===== src/rtl/mips_cpu_alu_arbiter.sv =====
// Two-port front end for one shared MIPS ALU: arbitrates requests, latches the
// winner's operands for the ALU, and holds the captured result until consumed.
module mips_cpu_alu_arbiter #(
  parameter bit RR_EN = 1'b1
) (
  input  logic        clk,
  input  logic        rst_n,

  input  logic        i_req0_valid,
  output logic        o_req0_ready,
  input  logic [4:0]  i_req0_op,
  input  logic [31:0] i_req0_a,
  input  logic [31:0] i_req0_b,
  input  logic [4:0]  i_req0_sa,

  input  logic        i_req1_valid,
  output logic        o_req1_ready,
  input  logic [4:0]  i_req1_op,
  input  logic [31:0] i_req1_a,
  input  logic [31:0] i_req1_b,
  input  logic [4:0]  i_req1_sa,

  output logic        o_rsp0_valid,
  input  logic        i_rsp0_ready,
  output logic [31:0] o_rsp0_result,
  output logic        o_rsp0_zero,
  output logic        o_rsp0_err,

  output logic        o_rsp1_valid,
  input  logic        i_rsp1_ready,
  output logic [31:0] o_rsp1_result,
  output logic        o_rsp1_zero,
  output logic        o_rsp1_err,

  output logic [4:0]  o_alu_op,
  output logic [31:0] o_alu_a,
  output logic [31:0] o_alu_b,
  output logic [4:0]  o_alu_sa,
  input  logic [31:0] i_alu_result,
  input  logic        i_alu_zero
);

  // state  | meaning
  // IDLE   | waiting for a request; only state that raises reqN_ready
  // EXEC   | latched operands on the ALU; result captured at end of cycle
  // RESP   | result presented to the owner until it takes it
  typedef enum logic [1:0] {
    S_IDLE = 2'd0,
    S_EXEC = 2'd1,
    S_RESP = 2'd2
  } state_t;

  localparam logic [4:0] OP_MAX = 5'd11;

  state_t      r_state;
  state_t      w_next;

  logic        r_owner;
  logic        r_last_grant;
  logic [4:0]  r_op;
  logic [31:0] r_a;
  logic [31:0] r_b;
  logic [4:0]  r_sa;
  logic [31:0] r_result;
  logic        r_zero;
  logic        r_err;

  logic        w_pick0;
  logic        w_pick1;
  logic        w_idle;
  logic        w_accept;
  logic        w_resp;
  logic        w_rsp_fire;

  // Port 1 wins when alone, or on a tie when round-robin says it is its turn.
  assign w_pick1    = i_req1_valid & (~i_req0_valid | (RR_EN & ~r_last_grant));
  assign w_pick0    = i_req0_valid & ~w_pick1;
  assign w_idle     = (r_state == S_IDLE);
  assign w_accept   = w_idle & (w_pick0 | w_pick1);
  assign w_resp     = (r_state == S_RESP);
  assign w_rsp_fire = w_resp & (r_owner ? i_rsp1_ready : i_rsp0_ready);

  // Ready is combinational from the request inputs, so reset must mask it directly.
  assign o_req0_ready = rst_n & w_idle & w_pick0;
  assign o_req1_ready = rst_n & w_idle & w_pick1;

  always_ff @(posedge clk or negedge rst_n) begin
    if (!rst_n) begin
      r_state <= S_IDLE;
    end else begin
      r_state <= w_next;
    end
  end

  always_comb begin
    w_next = r_state;
    case (r_state)
      S_IDLE:  if (w_accept) w_next = S_EXEC;
      S_EXEC:  w_next = S_RESP;
      S_RESP:  if (w_rsp_fire) w_next = S_IDLE;
      default: w_next = S_IDLE;
    endcase
  end

  always_ff @(posedge clk or negedge rst_n) begin
    if (!rst_n) begin
      r_owner      <= 1'b0;
      r_last_grant <= 1'b1;
      r_op         <= 5'd0;
      r_a          <= 32'd0;
      r_b          <= 32'd0;
      r_sa         <= 5'd0;
      r_result     <= 32'd0;
      r_zero       <= 1'b0;
      r_err        <= 1'b0;
    end else begin
      if (w_accept) begin
        r_owner      <= w_pick1;
        r_last_grant <= w_pick1;
        r_op         <= w_pick1 ? i_req1_op : i_req0_op;
        r_a          <= w_pick1 ? i_req1_a  : i_req0_a;
        r_b          <= w_pick1 ? i_req1_b  : i_req0_b;
        r_sa         <= w_pick1 ? i_req1_sa : i_req0_sa;
      end
      if (r_state == S_EXEC) begin
        // Undefined opcodes never trust the ALU: report a clean zero result.
        if (r_op > OP_MAX) begin
          r_err    <= 1'b1;
          r_result <= 32'd0;
          r_zero   <= 1'b1;
        end else begin
          r_err    <= 1'b0;
          r_result <= i_alu_result;
          r_zero   <= i_alu_zero;
        end
      end
    end
  end

  assign o_alu_op = r_op;
  assign o_alu_a  = r_a;
  assign o_alu_b  = r_b;
  assign o_alu_sa = r_sa;

  assign o_rsp0_valid  = w_resp & ~r_owner;
  assign o_rsp0_result = o_rsp0_valid ? r_result : 32'd0;
  assign o_rsp0_zero   = o_rsp0_valid & r_zero;
  assign o_rsp0_err    = o_rsp0_valid & r_err;

  assign o_rsp1_valid  = w_resp & r_owner;
  assign o_rsp1_result = o_rsp1_valid ? r_result : 32'd0;
  assign o_rsp1_zero   = o_rsp1_valid & r_zero;
  assign o_rsp1_err    = o_rsp1_valid & r_err;

endmodule


===== config.mk =====
export PLATFORM = sky130hd
export DESIGN_NAME = mips_cpu_alu_arbiter
export DESIGN_NICKNAME = d
export VERILOG_FILES = /design/src/rtl/mips_cpu_alu_arbiter.sv
export SDC_FILE = /design/constraint.sdc
export NUM_CORES = 1
export LEC_CHECK = 0
export CAP_MARGIN = 30
export CORE_MARGIN = 3
export CORE_UTILIZATION = 34
export DETAILED_ROUTE_END_ITERATION = 8
export HOLD_SLACK_MARGIN = 0.05
export PLACE_DENSITY_LB_ADDON = 0.12
export SLEW_MARGIN = 5
export SYNTH_ARGS = -nofsm -noshare
export SYNTH_HDL_FRONTEND = slang
export SYNTH_SLANG_ARGS = --single-unit

===== constraint.sdc =====
create_clock -name clk -period 1.6 [get_ports clk]
set_input_delay 0.32 -clock clk [delete_from_list [all_inputs] [get_ports clk]]
set_output_delay 0.32 -clock clk [all_outputs]
set_load 0.005 [all_outputs]

==> out/qor.txt <==
Outcome: complete, but fails checks
Failing checks: setup timing
Number of routed nets with antenna violations: 0
GRT Overall Usage: 23.2%
Clock buffers created by TritonCTS: 9
Flop and latch count out of synthesis: 112
Remaining routing DRC violations: 0
Total Routed Length: 21.0 mm
Cell count after synthesis: 413
Net Sw Frac: 29.9%
Number of buffers and inverters on the critical path: 5
Number of antenna violations at the first check in global routing: 0
Root cell of the clock tree: sky130_fd_sc_hd__clkbuf_16
Final period util: 128%
Longest individual stage delay on the worst path: 390 ps
Post-synthesis area per instance: 13.3 um2
Total of endpoints with negative setup slack in the final report: 147
Final setup margin: -454 ps
Area growth syn-to-layout: 96.6%
Average wire per cell in the routed design: 20.6 um
Number of antenna cells inserted: 0
Maximum number of pins on one net before global-route repair: 69
Routability Congestion: 0.755
Maximum vdd drop: 0.954 mV
Routed via count divided by cell count: 4.86
LEAKAGE: 4.85 nW
Seq. cell area: 2810 um2
Total of fill cells in the finished design: 1117
Final critical delay including setup and external delays: 2050 ps
P_sw: 5.12 mW
Actual transition at the worst max-transition pin: 866 ps
Post-synthesis async set-or-reset flop share: 100%
Series of cell instances along the critical path: nand2b_4 -> buf_12 -> nor2_4 -> buf_6 -> buf_12 -> buf_6 -> and2_4 -> buf_6
Number of placed cells counting well taps: 955
Vertical die dimension: 133 um
Multi-input gate area: 2890 um2
Top cell family by delay on the critical path: buffers and inverters
Vias: 4957
Effective utilization at floorplan: 35.5%
Max-cap violations: 0
R2r startpoint: r_state[1]
Number of synthesized flops with an enable pin: 0
Most heavily used metal layer in global routing: met2
Met1 Track Usage GR: 24.5%
Met2 GRT Util: 43.3%
Max-slew violations: 0
Fin nets: 992
Cells taking the most area after synthesis: sky130_fd_sc_hd__dfrtp_1 (51%), sky130_fd_sc_hd__mux2_2 (25%), sky130_fd_sc_hd__and2_1 (7.7%)
Critical-path maximum fanout: 5
Worst reg-to-reg path cell count: 8
Placed wire-length estimate after detailed placement: 14.2 mm
Number of warnings reported in the yosys synthesis log: 0
Maximum clock insertion buffer count: 2
Drt initial violations: 174
Synthesized net count: 600
Slowest cell on crit path: sky130_fd_sc_hd__dfrtp_1
Slack of the worst reg-to-reg path: -330 ps
Unrepaired setup endpoints after global routing: yes
Proportion of power drawn by flip-flops and latches: 29.0%
Achievable Freq: 0.487 GHz
Number of different library cells in the post-synthesis netlist: 24
Netlist area before placement: 5490 um2
Commonest cells in the netlist: sky130_fd_sc_hd__mux2_2 (122), sky130_fd_sc_hd__dfrtp_1 (111), sky130_fd_sc_hd__and2_1 (68), sky130_fd_sc_hd__a22o_1 (32), sky130_fd_sc_hd__mux2_1 (27)
Core ar.: 15500 um2
Combinational cell fraction of total power: 57.6%
Die area: 17700 um2
Reg-to-reg critical path endpoint: o_alu_b[14]
DIE WIDTH: 133 um
Most used cell along the critical path: sky130_fd_sc_hd__buf_6
Total Negative Setup Slacks: -41140 ps
H-Tree Level Count: 3
Clock Skew: 8.91 ps
Most numerous cell in the Yosys netlist: sky130_fd_sc_hd__mux2_2
PortBufs: 332
Sink Count: 112
P per Cell Area: 1590 nW/um2
Clock transition at the registers of the reported paths: 70 ps
Share of Yosys cell area claimed by the top area cell type: 50.6%
CP Launch Type: flip-flop
GR met3 Demand/Resource: 7.85%
Register area share after synthesis: 51.0%
Proportion of layout cells with a drive suffix above 1: 42.7%
Insertion delay to the later sink of the worst-skew pair: 350 ps
Vias in the first global route: 5510
TritonCTS clock tree: done
Category of the critical setup timing path: flip-flop to primary output
Required time at the worst-slack endpoint: 1280 ps
Largest area contributor in the netlist: sky130_fd_sc_hd__dfrtp_1
Sum of overflow across all layers after global routing: 0
CP Data Arrival Time: 1730 ps
Clock network power share: 13.4%
First-pass GRT wire length: 32.0 mm
IO Pins: 333
Cell row count: 45
Top flip-flop cell by instance count after synthesis: sky130_fd_sc_hd__dfrtp_1
DR pass1 iterations: 4
Internal power contribution: 12.0 mW
Capturing element type of the critical path: primary output
Final non-filler cell total: 1021
Class of the tightest hold or removal check: input pin to async pin
Final-report hold violation count: 0
Worst slew margin: 42.2%
==> sequential cells by signal, summed over array words and instances, names as in the netlist <==
register / cells
r_zero: 1
r_last_grant: 1
o_alu_b: 32
r_err: 1
o_alu_op: 5
r_result: 32
r_owner: 1
r_state: 2
o_alu_a: 32
o_alu_sa: 5
==> per-stage QoR <==
stage	utilization [%]	worst slack (ps)	instance area (um2)	total power [mW]	hold slack, ps
3_3_place_gp	59.7	-481	9250	11.7	326
6_report	69.7	-454	10800	17.1	193
3_5_place_dp	59.7	-513	9250	11.9	328
4_1_cts	67.9	-567	10500	16.7	232
2_1_floorplan	-	65.1	5490	7.87	24.4
5_1_grt	69.7	-508	10800	18.0	271
==> power by group through the flow <==
stage,Clock [mW],Sequential (mW),Combinational [mW]
after floorplan,0,4.89,2.98
after global routing,2.46,5.13,10.4
final,2.30,4.97,9.87
after global placement,0,4.88,6.86
after CTS,2.36,4.92,9.42
after detailed placement,0,4.94,6.98
==> layout make-up <==
type | count | share of cell area [%]
clock buffer | 11 | 2.25
clock inverter | 5 | 0.521
inverter | 2 | 0.0695
multi-input combinational | 270 | 26.8
sequential | 112 | 26.0
tap | 211 | 2.44
timing repair buffer | 410 | 42.0
==> layer usage <==
metal | routed length [um] | vias to the layer above
li1 | - | 2251
met1 | 7470 | 2470
met2 | 11500 | 211
met3 | 1650 | 25
met4 | 473 | 0
met5 | 0 | -
==> cell usage in the layout, fill, tap and decap left out, types with 2 or more instances in the layout <==
cell type,instances
sky130_fd_sc_hd__and2_4,43
sky130_fd_sc_hd__buf_4,19
sky130_fd_sc_hd__buf_8,10
sky130_fd_sc_hd__clkdlybuf4s50_1,246
sky130_fd_sc_hd__dfrtp_1,110
sky130_fd_sc_hd__nand2b_4,2
sky130_fd_sc_hd__mux2_4,58
sky130_fd_sc_hd__mux2_2,69
sky130_fd_sc_hd__and2_1,25
sky130_fd_sc_hd__mux2_1,22
sky130_fd_sc_hd__dlymetal6s2s_1,9
sky130_fd_sc_hd__clkbuf_16,9
sky130_fd_sc_hd__clkinv_2,2
sky130_fd_sc_hd__nor2_4,3
sky130_fd_sc_hd__buf_16,14
sky130_fd_sc_hd__dlygate4sd2_1,4
sky130_fd_sc_hd__nor2_1,4
sky130_fd_sc_hd__a22o_1,32
sky130_fd_sc_hd__buf_6,60
sky130_fd_sc_hd__inv_1,2
sky130_fd_sc_hd__a21oi_1,2
sky130_fd_sc_hd__buf_12,15
sky130_fd_sc_hd__clkdlybuf4s15_2,11
sky130_fd_sc_hd__buf_2,20
==> cells by family (layout without fill, tap and decap cells) <==
kind of cell    Yosys count  count (layout)  synth area share (%)
mux                     149             149                  30.5
compound gates           40              40                  6.29
simple gates             81              81                  8.88
flops                   112             112                  51.0
buf+inv                  31             428                  3.23
==> worst max-delay path by stage <==
stage	slack, ps	endpoint	from	cells past startpoint
6_report	-450	o_rsp1_result[13]	r_state[0]	8
2_1_floorplan	70	o_alu_b[10]	r_last_grant	5
3_5_place_dp	-510	o_alu_a[25]	i_req1_valid	6
4_1_cts	-570	o_rsp1_result[0]	r_state[0]	8
5_1_grt	-510	o_rsp1_result[13]	r_state[0]	8
3_3_place_gp	-480	o_alu_a[25]	i_req1_valid	6
==> worst reg2reg max path, delay by kind of cell, from the launching register on <==
| kind | cells | cell delay (ps) |
|---|---|---|
| and+or+nand+nor | 1 | 150 |
| muxes | 1 | 320 |
| DFF | 1 | 410 |
| buffers and inverters | 5 | 760 |
| AOI/OAI and AO/OA | 1 | 180 |
==> what timing repair did <==
| item | CTS | global route |
|---|---|---|
| hold endpoints to repair | 43 | 0 |
| resized for setup | 392 | 121 |
| pin swaps | 27 | 9 |
| hold buffers | 1 | 0 |
| buffers inserted | 35 | 11 |
| endpoints found under the setup margin | 149 | 154 |
| cloned | 20 | 0 |
Power figures use the tool's default switching activity.
==> variant 1 (config.mk and constraints unchanged) <==
Register the outputs `o_rsp0_err` and `o_rsp1_err`, cleared by the reset; this adds one clock of latency there. The other outputs are not delayed to match.
--- a/src/rtl/mips_cpu_alu_arbiter.sv
+++ b/src/rtl/mips_cpu_alu_arbiter.sv
@@ -146,10 +146,17 @@
   assign o_rsp0_result = o_rsp0_valid ? r_result : 32'd0;
   assign o_rsp0_zero   = o_rsp0_valid & r_zero;
-  assign o_rsp0_err    = o_rsp0_valid & r_err;
 
   assign o_rsp1_valid  = w_resp & r_owner;
   assign o_rsp1_result = o_rsp1_valid ? r_result : 32'd0;
   assign o_rsp1_zero   = o_rsp1_valid & r_zero;
-  assign o_rsp1_err    = o_rsp1_valid & r_err;
+  always_ff @(posedge clk or negedge rst_n) begin
+    if (!rst_n) begin
+      o_rsp0_err <= '0;
+      o_rsp1_err <= '0;
+    end else begin
+      o_rsp0_err <= o_rsp0_valid & r_err;
+      o_rsp1_err <= o_rsp1_valid & r_err;
+    end
+  end
 
 endmodule
Formal check against the unedited RTL: not equivalent (a bounded check fails within 4 cycles, from zero or initial values and one cycle with rst_n low).
==> variant 1 against the original RTL <==
Non-clock buffer count up 19. Power rose by 9.9%. The flow still finishes with violations (negative setup slack). Final cell count increased by 4.2%. Sequential cell count is 2 higher. Setup slack got worse by 0.044 ns. Wire length grew 5.1%. Highest routed layer unchanged. Register-to-register slack gained 0.06 ns. Count of clock-buffer cells in the layout increased by 7. Synthesized area rose by 0.91%. Largest cell class unchanged. Design area increased by 5.5%.
==> variant 1: results (changes against the original RTL) <==
status finished, violations left (unchanged); failing checks negative setup slack (unchanged); post-DP HPWL 13750 um (was 14160 um); Post-synth top cells mux2_2, dfrtp_1, and2_1 (unchanged); Slew @ Worst Pin 0.6263 ns (was 0.8665 ns); CTS buffer count 17 (was 9); via count 5145 (was 4957); First DRT Iteration DRCs 184 (was 174); worst reg-to-reg setup slack -0.27 ns (was -0.33 ns); Seq/Total Area, Yosys 51.49% (was 51.05%); CTS H-tree depth 4 (was 3); Power, Total 18.83 mW (was 17.14 mW); clock latency on the worst-skew pair 0.42 ns (was 0.35 ns); Starting Density 34.77% (was 35.47%); nets@finish 1021 (was 992); Clk. pwr 3.66 mW (was 2.30 mW); dpl cells 962 (was 955); GR Layer Usage met2 41.82% (was 43.31%); GR Util All Layers 23.19% (was 23.23%); Reg power frac 26.7% (was 29.0%); antenna violations before repair 1 (was 0); R2R depth 9 (was 8); met3 wire len 1371 um (was 1648 um); worst hold-check path type flop to flop (was input port to asynchronous set/reset pin); reg-to-reg endpoint o_alu_b[21] (was o_alu_b[14]); Synth Net Count 602 (was 600); share of cells above drive strength 1 46.75% (was 42.72%); worst path arrival time 1.78 ns (was 1.73 ns); GP Congestion 0.7843 (was 0.7548); TritonRoute pass-1 iters 5 (was 4); GRT met3 Usage 6.684% (was 7.855%); setup ws final -0.4980 ns (was -0.4540 ns); final non-filler cell total 1064 (was 1021); Placed Area 9314 um^2 (was 9245 um^2); global-route wire length before repair 31860 um (was 32000 um); vias in the first global route 5532 (was 5510); peak supply drop 1.256 mV (was 0.9535 mV); Final Skew 0.005786 ns (was 0.008911 ns); Fin Setup TNS -41.68 ns (was -41.14 ns); drt wl/cell 20.79 um (was 20.61 um); DP Worst Slack -0.5606 ns (was -0.5126 ns); Synth top area share 51.02% (was 50.57%); Setup Viol. Count Final 174 (was 147); filler cell count 1121 (was 1117); Yosys Warn Count 0 (unchanged); CTS clk-pin slew, worst paths 0.05 ns (was 0.07 ns); Synth area leaders dfrtp_1, mux2_2, and2_1 (unchanged); largest net degree at the start of global routing 115 (was 69); metal2 WL 11680 um (was 11450 um)
[variant 1: cell type report]
cell class	instances	area (um^2)	share of cell area [%]
Antenna cell	1	2.502	0.02197
Clock buffer	18	429.2	3.768
Clock inverter	14	141.4	1.241
Inverter	2	7.507	0.06591
Multi-Input combinational cell	270	3012	26.44
Sequential cell	114	2855	25.07
Tap cell	216	270.3	2.373
Timing Repair Buffer	429	4673	41.03
[variant 1: cell families (layout without fill, tap and decap cells)]
logic type / Yosys count / in the layout / synth area share, %
muxes: 149 / 149 / 30.27
DFF: 114 / 114 / 51.49
and+or+nand+nor: 81 / 81 / 8.804
AOI/OAI and AO/OA: 40 / 40 / 6.230
buffers and inverters: 31 / 463 / 3.206
other: 0 / 1 / 0
[variant 1: per-stage QoR]
step / util (%) / hold WS (ns)
final: 71.45 / 0.5008
after global routing: 71.45 / 0.4873
after CTS: 68.79 / 0.4865
after detailed placement: 58.42 / 0.4901
after global placement: 58.42 / 0.4799
after floorplan: - / 0.02441
[variant 1: what timing repair did]
| item | in CTS | in global routing |
|---|---|---|
| endpoints found under the setup margin | 209 | 189 |
| setup buffers | 44 | 16 |
| cloned | 17 | 7 |
| pin swaps | 40 | 13 |
| hold buffers | 1 | 0 |
| hold endpoints to repair | 2 | 0 |
| resized for setup | 529 | 117 |
[variant 1: worst reg2reg max path, stage by stage (launching register included)]
cell and delay (ns):
dfrtp_2 0.43, buf_6 0.13, nor2_4 0.13, buf_6 0.11
buf_6 0.09, o21a_4 0.17, buf_12 0.15, buf_12 0.12
buf_16 0.13, mux2_4 0.29
==> variant 2 (same settings) <==
Made on the original files. `RR_EN`: 1'b1 -> 1'b0.
--- a/src/rtl/mips_cpu_alu_arbiter.sv
+++ b/src/rtl/mips_cpu_alu_arbiter.sv
@@ -2,5 +2,5 @@
 // winner's operands for the ALU, and holds the captured result until consumed.
 module mips_cpu_alu_arbiter #(
-  parameter bit RR_EN = 1'b1
+  parameter bit RR_EN = 1'b0
 ) (
   input  logic        clk,
Formal check against the unedited RTL: not equivalent (a bounded check fails within 4 cycles, from zero or initial values and one cycle with rst_n low).
==> variant 2 against the original RTL <==
The run still ends with negative setup slack left. Sequential cell count shrank 1. Power shrank 4.8%. Synthesized cell count shrank 0.97%. Wire length shrank 0.91%. Setup slack gained 0.12 ns. Count of clock-buffer cells in the layout shrank 2. Synthesized area grew 2.8%. Design area is essentially flat. Critical endpoint is now o_rsp0_result[1].
==> variant 2: results (changes against the original RTL) <==
nets@finish 987 (was 992); setup ws final -0.3322 ns (was -0.4540 ns); distinct cell type count after synthesis 20 (was 24); vias in the first global route 5280 (was 5510); Final Skew 0.006398 ns (was 0.008911 ns); status finished, violations left (unchanged); Synth area leaders dfrtp_1, mux2_2, mux2_4 (was dfrtp_1, mux2_2, and2_1); failing checks negative setup slack (unchanged); Leakage 5.102 nW (was 4.851 nW); GR Layer Usage met2 38.58% (was 43.31%); GRT met3 Usage 6.259% (was 7.855%); switching share of total power 30.16% (was 29.90%); M1 wire length 7730 um (was 7474 um); Fin Setup TNS -32.27 ns (was -41.14 ns); share of cells above drive strength 1 46.69% (was 42.72%); worst path arrival time 1.61 ns (was 1.73 ns); GR Util All Layers 21.09% (was 23.23%); combinational power 9.38 mW (was 9.87 mW); First DRT Iteration DRCs 114 (was 174); GP Congestion 0.8442 (was 0.7548); met3 wire len 1595 um (was 1648 um); Seq group 4.93 mW (was 4.97 mW); DP Worst Slack -0.4774 ns (was -0.5126 ns); Mean Syn Cell Area 13.81 um^2 (was 13.30 um^2); Setup Viol. Count Final 146 (was 147); peak supply drop 0.8484 mV (was 0.9535 mV); Post-synth top cells dfrtp_1, mux2_2, and2_1 (was mux2_2, dfrtp_1, and2_1); reg-to-reg endpoint o_alu_a[13] (was o_alu_b[14]); worst setup path endpoint o_rsp0_result[1] (was o_rsp1_result[13]); global-route wire length before repair 29520 um (was 32000 um); slew margin rel. 57.95% (was 42.23%)
variant 2: timing repair:
action / 4_1_cts / 5_1_grt
endpoints found under the setup margin: 149 / 170
resized for setup: 409 / 152
gates cloned: 15 / 1
pin swaps: 34 / 4
hold buffers: 0 / 0
setup buffers: 34 / 15
variant 2: area by class of cell:
cell class | count | area [um^2]
clock inverter | 3 | 15.01
multi-input combinational | 267 | 3138
inverter | 2 | 7.507
timing repair buffer | 409 | 4365
sequential | 111 | 2778
fill | 1153 | 5259
clock buffer | 9 | 225.2
tap | 216 | 270.3
variant 2: kinds of logic after synthesis:
group           count (synthesis)  synth area share, %
compound gates                 38                5.803
flops                         111                49.17
simple gates                   80                8.638
mux                           149                32.96
buf+inv                        31                3.433
variant 2: worst max-delay path, delay by kind of cell (launching register included):
family | cells | cell delay, ns
buffers and inverters | 4 | 0.44
DFF | 1 | 0.38
and+or+nand+nor | 3 | 0.44
